## src/rtl/arith_pkg.sv

```systemverilog
// Shared types and helpers for the bit-serial arithmetic library.
package arith_pkg;

    typedef enum logic [1:0] {
        IDLE = 2'd0,
        RUN  = 2'd1,
        DONE = 2'd2
    } serial_state_t;

    // Bit counter must be able to hold the value WIDTH itself without wrapping.
    function automatic int cnt_width(input int width);
        return $clog2(width + 1);
    endfunction

endpackage

```

## src/rtl/full_adder_cell.sv

```systemverilog
// One-bit full adder; the only arithmetic element of the serial datapaths.
module full_adder_cell (
    input  logic x,
    input  logic y,
    input  logic ci,
    output logic s,
    output logic co
);

    assign s  = x ^ y ^ ci;
    assign co = (x & y) | (ci & (x ^ y));

endmodule

```

## src/rtl/serial_adder.sv

```systemverilog
// Bit-serial WIDTH-bit adder: LSB-first through one full-adder cell, with a
// start/busy/done handshake and registered sum/cout that update only on completion.
module serial_adder
    import arith_pkg::*;
#(
    parameter int WIDTH = 8
) (
    input  logic             clk,
    input  logic             rst_n,
    input  logic             start,
    input  logic [WIDTH-1:0] a,
    input  logic [WIDTH-1:0] b,
    input  logic             cin,
    output logic             busy,
    output logic             done,
    output logic [WIDTH-1:0] sum,
    output logic             cout
);

    localparam int CW = cnt_width(WIDTH);
    localparam logic [CW-1:0] LAST_BIT = CW'(WIDTH - 1);

    serial_state_t    state_q, state_d;
    logic [WIDTH-1:0] a_q, a_d;
    logic [WIDTH-1:0] b_q, b_d;
    logic [WIDTH-1:0] shift_q, shift_d;
    logic             carry_q, carry_d;
    logic [CW-1:0]    cnt_q, cnt_d;
    logic             busy_q, busy_d;
    logic             done_q, done_d;
    logic [WIDTH-1:0] sum_q, sum_d;
    logic             cout_q, cout_d;

    logic fa_s;
    logic fa_co;

    full_adder_cell u_fa (
        .x  (a_q[0]),
        .y  (b_q[0]),
        .ci (carry_q),
        .s  (fa_s),
        .co (fa_co)
    );

    always_comb begin
        state_d = state_q;
        a_d     = a_q;
        b_d     = b_q;
        shift_d = shift_q;
        carry_d = carry_q;
        cnt_d   = cnt_q;
        busy_d  = busy_q;
        done_d  = 1'b0;
        sum_d   = sum_q;
        cout_d  = cout_q;

        unique case (state_q)
            IDLE, DONE: begin
                // DONE accepts a new start directly so back-to-back ops skip IDLE.
                if (start) begin
                    a_d     = a;
                    b_d     = b;
                    carry_d = cin;
                    cnt_d   = '0;
                    shift_d = '0;
                    busy_d  = 1'b1;
                    state_d = RUN;
                end else begin
                    state_d = IDLE;
                end
            end
            RUN: begin
                a_d     = a_q >> 1;
                b_d     = b_q >> 1;
                shift_d = {fa_s, shift_q[WIDTH-1:1]};
                carry_d = fa_co;
                cnt_d   = cnt_q + CW'(1);
                // Last bit: publish the result including the bit computed this cycle.
                if (cnt_q == LAST_BIT) begin
                    sum_d   = {fa_s, shift_q[WIDTH-1:1]};
                    cout_d  = fa_co;
                    busy_d  = 1'b0;
                    done_d  = 1'b1;
                    state_d = DONE;
                end
            end
            default: begin
                busy_d  = 1'b0;
                state_d = IDLE;
            end
        endcase
    end

    always_ff @(posedge clk or negedge rst_n) begin
        if (!rst_n) begin
            state_q <= IDLE;
            a_q     <= '0;
            b_q     <= '0;
            shift_q <= '0;
            carry_q <= 1'b0;
            cnt_q   <= '0;
            busy_q  <= 1'b0;
            done_q  <= 1'b0;
            sum_q   <= '0;
            cout_q  <= 1'b0;
        end else begin
            state_q <= state_d;
            a_q     <= a_d;
            b_q     <= b_d;
            shift_q <= shift_d;
            carry_q <= carry_d;
            cnt_q   <= cnt_d;
            busy_q  <= busy_d;
            done_q  <= done_d;
            sum_q   <= sum_d;
            cout_q  <= cout_d;
        end
    end

    assign busy = busy_q;
    assign done = done_q;
    assign sum  = sum_q;
    assign cout = cout_q;

endmodule

```

## config.mk

```make
export PLATFORM = sky130hd
export DESIGN_NAME = serial_adder
export DESIGN_NICKNAME = d
export VERILOG_FILES = /design/src/rtl/arith_pkg.sv /design/src/rtl/full_adder_cell.sv /design/src/rtl/serial_adder.sv
export SDC_FILE = /design/constraint.sdc
export NUM_CORES = 1
export LEC_CHECK = 0
export ABC_AREA = 1
export ABC_CLOCK_PERIOD_IN_PS = 1850
export CORE_AREA = 2 2 81 83
export DETAILED_ROUTE_END_ITERATION = 6
export DIE_AREA = 0 0 83 85
export PLACE_DENSITY = 0.57
export SYNTH_ARGS = -nofsm -noshare
export SYNTH_HDL_FRONTEND = slang
export SYNTH_SLANG_ARGS = --single-unit
```

## constraint.sdc

```tcl
create_clock -name clk -period 1.85 [get_ports clk]
set_clock_uncertainty 0.1 [all_clocks]
set_input_delay 0.2775 -clock clk [delete_from_list [all_inputs] [get_ports clk]]
set_output_delay 0.2775 -clock clk [all_outputs]
set_load 0.02 [all_outputs]
```

==> metrics.csv <==
stage;metric;value;unit
floorplanning;die width;83;um
clocking;clock root buffer master;clkbuf_8;
synth;net count after synthesis;245;
place;I/O Buffers;30;
grt;largest net degree at the start of global routing;42;
clocking;CTS tree;done;
synth;cell count after synthesis;223;
synth;Seq cells post-synth;41;
cells_and_area;ANT cells;0;
critical_path;crit path cell chain;clkdlybuf4s50_1;
synth;Post-Syn Area;0.001817;mm^2
grt;GRT Overall Usage;10.88;%
routing;vias per cell;4.134;
floorplanning;row cnt;29;
cells_and_area;Syn-to-layout area delta;25.76;%
place;dpl ws;0.2131;ns
clocking;post-CTS sizing;0;
critical_path;WP buf/inv;1;
cells_and_area;Final Cell Area;0.002285;mm^2
floorplanning;die height;85;um
routing;antenna-violating nets left;0;
cells_and_area;most common cell after layout, fill and taps aside;nand2_1;
clocking;CTS Sinks;41;
critical_path;WP data arrival;1.26;ns
routing;DRT iter0 DRCs;73;
cells_and_area;Multi-input gate area;630.6;um^2
floorplanning;Std-Cell Core Area;0.006205;mm^2
routing;Remaining DRCs;0;
synth;register area share after synthesis;56.47;%
synth;Mean Syn Cell Area;8.147;um^2
outcome;status;finished clean;
clocking;Num CTS Buffers;5;
critical_path;delay-heaviest family, CP;buffers and inverters;
timing;final worst slack;0.2165;ns
floorplanning;Initial Util;29.28;%
timing;max_slew headroom;65.89;%
timing;RSZ-0062 raised after global routing;false;
timing;Period Utilization, post-route;88.30;%
cells_and_area;Non-Filler Instances;337;
clocking;Clock Path Buffers;2;
timing;setup_tns;0;ns
critical_path;CP max FO;2;
grt;wire length of the first global-routing pass;6.292;mm
place;DP Cell Count;328;
pwr;Leakage;1.211;nW
timing;fmax;612.2;MHz
routing;DR pass1 iterations;4;
timing;Slew Limit Fails;0;
floorplanning;die area;0.007055;mm^2
timing;final setup violation count;0;
synth;Ys Warns;0;
synth;library cells used by synthesis;19;
critical_path;Worst EP required;1.47;ns
pwr;power consumption;3.665;mW
timing;Min Hold Slack;0.3750;ns
grt;vias in the first global route;1430;
pwr;pwr dens;1604;mW/mm^2
cells_and_area;post-layout util;36.82;%
clocking;clock transition at the registers of the reported paths;0.07;ns
routing;final WL;3.433;mm
routing;routed via count;1393;
critical_path;Slowest-stage cell, CP;clkdlybuf4s50_1;
place;GPL Wtd Cong;0.6945;
pwr;Worst VDD drop;0.0005094;V
routing;drt wl/cell;10.19;um
critical_path;Worst Path Class, Setup;reg2out;
cells_and_area;fill count;651;
timing;Period minus WS final;1.634;ns
grt;antenna violations before repair;0;
timing;Final Hold Fails;0;
floorplanning;Top-Level Pins;31;
cells_and_area;Sequential Area;0.001026;mm^2
clocking;Post-CTS Repair Setup Buffers;0;
cells_and_area;most frequent cells in the layout;113 x nand2_1, 41 x dfrtp_1, 29 x clkdlybuf4s50_1;
cells_and_area;layout cells sized above 1;7.308;%
worst_hold_path;worst min-delay path category;reg2reg;
place;post-DP HPWL;2.401;mm
timing;Least-Margin Pin Slew;0.5117;ns
place;Placed Area;0.002195;mm^2
cells_and_area;Nets;281;
critical_path;Worst setup SP type;flip-flop;
grt;grt total ovfl;0;
critical_path;max incr delay on CP;0.61;ns
flow_run;Max Cap Viol;0;
clocking;worst skew pair latency;0.28;ns
critical_path;crit end category;output pin;
clocking;htree depth;2;
cells in the mapped netlist (all sizes together):
cell type | n | area (um^2)
nand3 | 13 | 65.06
nand2 | 115 | 436.7
inv | 29 | 108.9
buf | 7 | 51.30
o21ai | 1 | 5.000
ha | 1 | 12.51
a21oi | 2 | 10.01
dfrtp | 41 | 1026
fa | 1 | 20.02
nand4 | 1 | 6.260
or2 | 1 | 6.260
nor2 | 5 | 31.28
o22ai | 6 | 37.54
power by group:
part | switching (mW) | internal (mW)
Sequential | 0.251 | 1.30
Clock | 0.286 | 0.268
Combinational | 0.918 | 0.646
state kept, by name (all words and copies together), names as in the netlist:
signal	flops
a_q	8
b_q	8
sum	8
shift_q	7
cnt_q	4
state_q	2
busy	1
carry_q	1
cout	1
done	1
logic make-up after synthesis:
family | share of synthesized area, %
AND/OR/NAND/NOR | 30.03
flip-flops | 56.47
buffers and inverters | 8.816
AO/OA/AOI/OAI | 2.893
adder cells (fa/ha/maj) | 1.791
timing repair:
action                                  4_1_cts  5_1_grt
endpoints found under the hold margin        41        0
endpoints found under the setup margin        0        0
hold buffers                                  1        0
final cells by class:
| cell class | count | area share (%) |
|---|---|---|
| Tap cell | 77 | 4.217 |
| Inverter | 29 | 4.764 |
| Timing Repair Buffer | 36 | 15.01 |
| Sequential cell | 41 | 44.91 |
| Multi-Input combinational cell | 146 | 27.60 |
| Clock buffer | 8 | 3.505 |
layer usage:
| layer | up-vias | global-route usage (%) | share of wire, % |
|---|---|---|---|
| met5 | - | 0 | 0 |
| met4 | 0 | 3.577 | 1.0 |
| met3 | 5 | 2.918 | 3.9 |
| met2 | 27 | 18.33 | 47 |
| met1 | 622 | 13.66 | 48 |
| li1 | 739 | - | - |
path summary, 6_finish.rpt:
path / cells past startpoint / endpoint / slack (ns) / start
max: 1 / cout / 0.22 / cout$_DFFE_PN0P_
min: 2 / b_q[7]$_DFFE_PN0P_ / 0.37 / b_q[7]$_DFFE_PN0P_
max reg2reg: 6 / sum[3]$_DFFE_PN0P_ / 0.24 / cnt_q[0]$_DFFE_PN0P_
min reg2reg: 2 / b_q[7]$_DFFE_PN0P_ / 0.37 / b_q[7]$_DFFE_PN0P_
max in group asynchronous: 3 / b_q[4]$_DFFE_PN0P_ / 0.82 / rst_n
min in group asynchronous: 3 / busy$_DFFE_PN0P_ / 0.48 / rst_n
No activity file was read; power rests on OpenSTA's default activity.
